**src/rtl/updn_seq_pkg.sv**
```systemverilog
// Shared types and constants for the up3/dn2 command sequencer.
package updn_seq_pkg;

  parameter int REPW = 3;

  typedef struct packed {
    logic rst;
    logic up3;
    logic dn2;
  } cmd_t;

  // Command driven while idle: holds the downstream counter in reset.
  localparam cmd_t IDLE_CMD = 3'b100;

  typedef enum logic {
    IDLE = 1'b0,
    PLAY = 1'b1
  } state_t;

  typedef struct packed {
    cmd_t             cmd;
    logic [REPW-1:0]  rep;
  } entry_t;

endpackage

```
**src/rtl/updn_seq_mem.sv**
```systemverilog
// Pattern table: register array with one write port and one combinational read port.
module updn_seq_mem #(
  parameter  int DEPTH = 8,
  parameter  int W     = 6,
  localparam int AW    = $clog2(DEPTH)
) (
  input  logic          clk,
  input  logic          i_we,
  input  logic [AW-1:0] i_waddr,
  input  logic [W-1:0]  i_wdata,
  input  logic [AW-1:0] i_raddr,
  output logic [W-1:0]  o_rdata
);

  logic [W-1:0] r_mem [DEPTH];

  // Table write; contents deliberately survive reset.
  always_ff @(posedge clk) begin
    if (i_we) begin
      r_mem[i_waddr] <= i_wdata;
    end
  end

  assign o_rdata = r_mem[i_raddr];

endmodule

```
**src/rtl/updn_cmd_seq.sv**
```systemverilog
// Stimulus sequencer: plays a loaded table of {rst,up3,dn2,rep} entries
// onto the command inputs of the up3/dn2 counter.
module updn_cmd_seq #(
  parameter  int DEPTH = 8,
  parameter  int REPW  = 3,
  localparam int AW    = $clog2(DEPTH)
) (
  input  logic            clk,
  input  logic            rst_n,
  input  logic            cfg_we,
  input  logic [AW-1:0]   cfg_addr,
  input  logic [3+REPW-1:0] cfg_data,
  input  logic [AW:0]     cfg_len,
  input  logic            start,
  input  logic            stop,
  input  logic            loop,
  output logic            dut_rst,
  output logic            up3,
  output logic            dn2,
  output logic            busy,
  output logic            done,
  output logic [AW-1:0]   step_idx
);

  import updn_seq_pkg::*;

  state_t          r_state,  w_state_nxt;
  cmd_t            r_cmd,    w_cmd_nxt;
  logic            r_busy,   w_busy_nxt;
  logic            r_done,   w_done_nxt;
  logic [AW-1:0]   r_idx,    w_idx_nxt;
  logic [REPW-1:0] r_rep,    w_rep_nxt;
  logic [AW:0]     r_len,    w_len_nxt;

  logic [AW-1:0]   w_idx_inc;
  logic [AW-1:0]   w_rd_addr;
  logic [3+REPW-1:0] w_rd_data;
  cmd_t            w_rd_cmd;
  logic [REPW-1:0] w_rd_rep;
  logic            w_last;
  logic            w_we;

  // Writes are only accepted while idle so a running pattern cannot be disturbed.
  assign w_we      = cfg_we & (r_state == IDLE);
  assign w_idx_inc = r_idx + AW'(1);
  assign w_last    = ({1'b0, r_idx} == (r_len - (AW+1)'(1)));
  assign w_rd_cmd  = cmd_t'(w_rd_data[3+REPW-1:REPW]);
  assign w_rd_rep  = w_rd_data[REPW-1:0];

  updn_seq_mem #(
    .DEPTH (DEPTH),
    .W     (3+REPW)
  ) u_mem (
    .clk     (clk),
    .i_we    (w_we),
    .i_waddr (cfg_addr),
    .i_wdata (cfg_data),
    .i_raddr (w_rd_addr),
    .o_rdata (w_rd_data)
  );

  // Read address pre-selects the entry needed at the next edge: entry 0 when
  // idle (for start) or the following index (with wrap) while playing.
  always_comb begin
    w_rd_addr = '0;
    if (r_state == PLAY) begin
      if (w_last) begin
        w_rd_addr = '0;
      end else begin
        w_rd_addr = w_idx_inc;
      end
    end else begin
      w_rd_addr = '0;
    end
  end

  // Next-state and next-output logic; stop has priority over advance and loop.
  always_comb begin
    w_state_nxt = r_state;
    w_cmd_nxt   = r_cmd;
    w_busy_nxt  = r_busy;
    w_done_nxt  = 1'b0;
    w_idx_nxt   = r_idx;
    w_rep_nxt   = r_rep;
    w_len_nxt   = r_len;
    case (r_state)
      IDLE: begin
        w_cmd_nxt  = IDLE_CMD;
        w_busy_nxt = 1'b0;
        w_idx_nxt  = '0;
        w_rep_nxt  = '0;
        if (stop) begin
          w_state_nxt = IDLE;
        end else if (start) begin
          if (cfg_len != '0) begin
            w_state_nxt = PLAY;
            w_len_nxt   = cfg_len;
            w_cmd_nxt   = w_rd_cmd;
            w_rep_nxt   = w_rd_rep;
            w_busy_nxt  = 1'b1;
          end else begin
            w_done_nxt = 1'b1;
          end
        end else begin
          w_state_nxt = IDLE;
        end
      end
      PLAY: begin
        if (stop) begin
          w_state_nxt = IDLE;
          w_cmd_nxt   = IDLE_CMD;
          w_busy_nxt  = 1'b0;
          w_idx_nxt   = '0;
          w_rep_nxt   = '0;
        end else if (r_rep != '0) begin
          w_rep_nxt = r_rep - REPW'(1);
        end else if (w_last && !loop) begin
          w_state_nxt = IDLE;
          w_cmd_nxt   = IDLE_CMD;
          w_busy_nxt  = 1'b0;
          w_done_nxt  = 1'b1;
          w_idx_nxt   = '0;
          w_rep_nxt   = '0;
        end else begin
          w_idx_nxt = w_rd_addr;
          w_cmd_nxt = w_rd_cmd;
          w_rep_nxt = w_rd_rep;
        end
      end
      default: begin
        w_state_nxt = IDLE;
        w_cmd_nxt   = IDLE_CMD;
        w_busy_nxt  = 1'b0;
        w_idx_nxt   = '0;
        w_rep_nxt   = '0;
      end
    endcase
  end

  // State and output registers with synchronous active-low reset.
  always_ff @(posedge clk) begin
    if (!rst_n) begin
      r_state <= IDLE;
      r_cmd   <= IDLE_CMD;
      r_busy  <= 1'b0;
      r_done  <= 1'b0;
      r_idx   <= '0;
      r_rep   <= '0;
      r_len   <= '0;
    end else begin
      r_state <= w_state_nxt;
      r_cmd   <= w_cmd_nxt;
      r_busy  <= w_busy_nxt;
      r_done  <= w_done_nxt;
      r_idx   <= w_idx_nxt;
      r_rep   <= w_rep_nxt;
      r_len   <= w_len_nxt;
    end
  end

  assign dut_rst  = r_cmd.rst;
  assign up3      = r_cmd.up3;
  assign dn2      = r_cmd.dn2;
  assign busy     = r_busy;
  assign done     = r_done;
  assign step_idx = r_idx;

endmodule

```
**config.mk**
```make
export PLATFORM = sky130hd
export DESIGN_NAME = updn_cmd_seq
export DESIGN_NICKNAME = d
export VERILOG_FILES = /design/src/rtl/updn_seq_pkg.sv /design/src/rtl/updn_seq_mem.sv /design/src/rtl/updn_cmd_seq.sv
export SDC_FILE = /design/constraint.sdc
export NUM_CORES = 1
export LEC_CHECK = 0
export CAP_MARGIN = 20
export CORE_ASPECT_RATIO = 1.75
export CORE_MARGIN = 1
export CORE_UTILIZATION = 56
export CTS_CLUSTER_SIZE = 28
export DETAILED_ROUTE_END_ITERATION = 7
export PLACE_DENSITY = 0.88
export SETUP_SLACK_MARGIN = 0.4
export SKIP_CTS_REPAIR_TIMING = 1
export SLEW_MARGIN = 10
export SYNTH_ARGS = -nofsm -noshare
export SYNTH_HDL_FRONTEND = slang
export SYNTH_SLANG_ARGS = --single-unit
```
**constraint.sdc**
```tcl
create_clock -name clk -period 2.8 [get_ports clk]
set_input_delay 0.84 -clock clk [delete_from_list [all_inputs] [get_ports clk]]
set_output_delay 0.84 -clock clk [all_outputs]
set_load 0.01 [all_outputs]
```
### After elaboration in Yosys (flattened, before gate mapping)

Memories as Yosys holds them, arrays and structs flattened.
Cells that the tools add are included.

* multipliers: 0
* divide/modulo/power cells: 0
* reductions and logical operators: 6
* add/subtract/negate cells: 3
* bitwise gates (word level): 3
* equality and inequality tests: 3
* multiplexer cells: 40
* shifts and indexed selects: 0
* magnitude comparators: 0

Operators with widths (count)
* two-way mux 3 bit: 17
* case mux 3 bit (2 select lines): 3
* two-way mux 1 bit: 17
* case mux 1 bit (2 select lines): 3
* == test 3 x 4 -> 1 bit: 1
* AND reduction 4 bit: 1
* nonzero test 4 bit: 1
* subtractor 4 x 1 -> 4 bit (second input constant): 1
* adder 3 x 1 -> 3 bit (second input constant): 1
* != test 3 x 2 -> 1 bit (second input constant): 1
* != test 3 bit (second input constant): 1
* nonzero test 3 bit: 1
* subtractor 3 x 1 -> 3 bit (second input constant): 1
* NOT 1 bit: 2
* AND reduction 2 bit: 1
* bitwise AND 1 bit: 1
* logical AND 1 bit: 1
* logical NOT 1 bit: 1

* memories: 1
* register bits: 16
* bits in read-only memories: 0
* latch bits: 0
* input bits: 19
* output and inout port bits: 8
* bits in writable memories: 48

Memories
* u_mem.r_mem: depth 8, width 6, rd ports 1, clocked after Yosys merged registers in 0, wr ports 1, RTL line updn_seq_mem.sv:15 `logic [W-1:0] r_mem [DEPTH];`

### Longest topological paths before layout

An unclocked memory read counts as a cell.

* depth after elaboration: 9
* gate-level depth with buffers: 9

### Cells and area by module

A second synthesis with hierarchy kept.

* cells, all modules: 174
* area, all modules: 2781.4 um2

By module, submodules not included
* updn_seq_mem: seq. area each 1441.4 um2, cells an instance 82, area an instance 1901.8 um2, times used 1
* updn_cmd_seq: seq. area each 320.3 um2, cells an instance 92, area an instance 879.6 um2, times used 1

### Least setup slack after synthesis

Ideal clock, no wire load.

* kind: input -> register
* start: input start
* end: register r_rep[2]
* data required time: 2.721 ns
* arrival: 2.100 ns
* cell stages on the path: 6
* setup slack: 0.621 ns
* cell sequence: nor3b_1 > nor2b_1 > a21o_1 > a2bb2oi_1 > o221ai_1 > o211ai_1

* cells in the longest elaborated chain, start to end: 3

Ends and longest elaborated chain
* start, declared: RTL line updn_cmd_seq.sv:14 `input logic start,`
* two-way mux 3 bit: RTL line updn_cmd_seq.sv:94 `end else if (start) begin`
* two-way mux 3 bit: RTL line updn_cmd_seq.sv:92 `if (stop) begin`
* case mux 3 bit (2 select lines): RTL line updn_cmd_seq.sv:86 `case (r_state)`
* end signal, assigned: RTL line updn_cmd_seq.sv:156 `r_rep <= w_rep_nxt;`
* end, declared: RTL line updn_cmd_seq.sv:32 `logic [REPW-1:0] r_rep, w_rep_nxt;`

Every way passes these cells.
A chain may end at the register's enable or synchronous reset.

### Worst setup path after layout

* start: register r_idx[0], in the netlist step_idx[0]
* end: output step_idx[0]

RTL lines
* start, declared: RTL line updn_cmd_seq.sv:31 `logic [AW-1:0] r_idx, w_idx_nxt;`
* start signal, assigned: RTL line updn_cmd_seq.sv:155 `r_idx <= w_idx_nxt;`
* end, declared: RTL line updn_cmd_seq.sv:22 `output logic [AW-1:0] step_idx`

No word-level cell between the ends.

==> results.md <==
- Antenna violations before repair: 0
- Core Rows: 33
- Met2 WL: 3.47 mm
- Clk sinks: 64
- Post-Syn Area: 2830 sq um
- Top Metal Used: met4
- Longest Clk Path Bufs: 2
- DRT Pass-1 Iters: 5
- Layout cells sized above 1: 20.4%
- Vias/cell: 6.22
- Setup crit start: step_idx[0]
- Slew headroom: 57.2%
- CTS tree: done
- #FFs+latches synth: 64
- Tmin final: 2.36 ns
- Vias in the first global route: 1,997
- Worst setup SP type: flop
- Largest net degree at the start of global routing: 22
- Diode count: 0
- Final hold vios: 0
- YS warnings: 0
- Status: completed
- Final Max Tran Viols: 0
- Pwr Density: 616 nW/um^2
- Synth cell types: 46
- Max-Cap Viols: 0
- Max FO, Critical Path: 21
- Mean Syn Cell Area: 13.5 sq um
- Main synth FF type: edfxtp_1
- Final Skew: 0.00778 ns
- Worst slack, placed: 0.205 ns
- CTS Buf Count: 9
- Worst r2r path cells: 10
- Synth area leader: edfxtp_1
- R2R Setup Slk: 0.52 ns
- Remaining DRCs: 0
- Worst-margin pin slew: 0.639 ns
- Fin nets: 278
- Die area: 5340 sq um
- Global placement routability congestion: 0.839
- Setup TNS: 0 ns
- Clock latency on the worst-skew pair: 0.35 ns
- Pleak: 1.18 nW
- Detailed-route wire length: 6.07 mm
- DRT met1 WL: 2.05 mm
- Clock root buffer: clkbuf_8
- Max Fclk: 424 MHz
- Synth Instances: 210
- Wire length of the first global-routing pass: 9.78 mm
- Post-DP Area: 3210 sq um
- CORE AREA: 4750 sq um
- Syn Nets: 233
- Power Total: 2.17 mW
- Critical Path AT: 1.52 ns
- Fraction of registers with async set/reset: 0%
- EDFF count, synth: 48
- Detailed Place HPWL: 4.15 mm
- Part of the cycle the worst path needs: 84.2%
- Worst min-delay path category: flop to flop
- Reg2reg start: r_len[0]
- Wirelength per Cell: 19.5 um
- RSZ-0062 raised after global routing: no
- Die width: 55.7 um
- Met3 WL: 286 um
- Total GRT Usage: 25.6%
- Area delta synth->final: 24.8%
- Synth area leaders: edfxtp_1, dfxtp_1, mux4_2
- Setup violators final: 0
- Worst Path Required: 1.96 ns
- Post-route cell area: 3530 sq um
- H-tree Lvls: 3
- Num ports: 27
- Reg2reg end: dn2
- Initial DRC count: 84
- Initial Util: 59.5%
- Clock-pin slew on the worst setup and hold paths: 0.08 ns
- Die H: 96.0 um
- Area fraction of the dominant cell type after synthesis: 51.0%
- Final ANT Viol Nets: 0
- Vias: 1,940
- WS Path Type: flop to output port
- Worst VDD drop: 0.000609 V
- Port buffer count: 26
- Worst Setup Slack, final: 0.442 ns
- End of the critical path: step_idx[0]
- Total gr overflow: 0
- Worst Setup End Kind: output port
- Register area share after synthesis: 62.4%
cells in the mapped netlist (2+ instances only):
library cell  instances
mux4_2                6
mux2i_1               7
o22ai_1               5
nand4_1               4
ha_1                  4
o21ai_1               2
clkbuf_1              3
dfxtp_1              16
nand3_1               4
a22oi_1               3
nand2b_1              5
o21ai_0               5
edfxtp_1             48
o31a_1                4
nor4_1                6
a21oi_1               7
nand3b_1              2
nand2_1              14
and2_1                2
mux2_2                3
nor2_1               12
inv_1                 4
a21boi_0              2
nor2b_1               9
nor3_1                8
buf_2                 3
xor2_1                3
worst max-delay path: stages, from the launching register on:
cell	delay [ns]
dfxtp_2	0.39
buf_8	0.21
clkdlybuf4s50_1	0.57
state kept, by name, indices dropped and copies added (netlist names):
name	cells
r_rep	3
step_idx	3
busy	1
dut_rst	1
done	1
dn2	1
u_mem.r_mem	48
up3	1
r_state	1
r_len	4
worst min-delay path by stage:
stage | startpoint | end | slack (ns) | cells after the start
3_5_place_dp | dn2 | dn2 | 0.46 | 2
4_1_cts | dn2 | dn2 | 0.47 | 2
5_1_grt | dn2 | dn2 | 0.48 | 2
3_3_place_gp | r_rep[0] | r_rep[0] | 0.44 | 1
6_report | dn2 | dn2 | 0.47 | 2
2_1_floorplan | r_rep[0] | r_rep[0] | 0.43 | 1
where the power goes:
| group | switching, mW | total (mW) | internal, mW |
|---|---|---|---|
| clock | 0.367 | 0.959 | 0.592 |
| combinational | 0.0800 | 0.158 | 0.0776 |
| sequential | 0.0153 | 1.06 | 1.04 |
cell type report:
| type | instances | area, sq um |
|---|---|---|
| flip-flops and latches | 64 | 1760 |
| fillers | 319 | 1220 |
| clock buffers | 9 | 124 |
| inverters | 4 | 15.0 |
| clock inverters | 7 | 119 |
| well taps | 52 | 65.1 |
| multi-input cells | 134 | 1040 |
| repair buffers | 42 | 400 |
layout by cell type, fill, tap and decap left out, types with 5 or more instances in the layout:
cell	netlist	routed
nand2_1	14	14
nor4_1	6	5
nand2b_1	5	5
o21ai_0	5	5
o22ai_1	5	5
mux2i_1	7	7
clkdlybuf4s50_1	0	26
nor3_1	8	7
clkbuf_8	0	9
edfxtp_1	48	48
buf_4	1	14
nor2b_1	9	9
nor2_1	12	12
dfxtp_1	16	14
mux4_2	6	6
a21oi_1	7	7
per-layer routing:
metal / GRT usage (%) / vias up
met5: 0 / -
met3: 4.97 / 24
li1: - / 905
met4: 16.0 / 0
met1: 24.9 / 933
met2: 48.9 / 78
logic make-up (layout without fill, tap and decap cells):
family | Yosys count | count (layout) | synth area share, %
AOI/OAI and AO/OA | 39 | 39 | 10.4
and+or+nand+nor | 70 | 70 | 13.3
adders and majority gates | 4 | 4 | 1.77
muxes | 16 | 16 | 8.46
buffers and inverters | 12 | 62 | 1.86
DFF | 64 | 64 | 62.4
xor gates and xnor gates | 5 | 5 | 1.82
per-stage QoR:
| step | utilization (%) | hold slack, ns | cells |
|---|---|---|---|
| after floorplan | - | 0.431 | 210 |
| after global placement | 67.6 | 0.445 | 293 |
| after detailed placement | 67.6 | 0.457 | 293 |
| after CTS | 72.7 | 0.469 | 309 |
| after global routing | 74.3 | 0.475 | 312 |
| final | 74.3 | 0.467 | 312 |
Power figures use the tool's default switching activity.
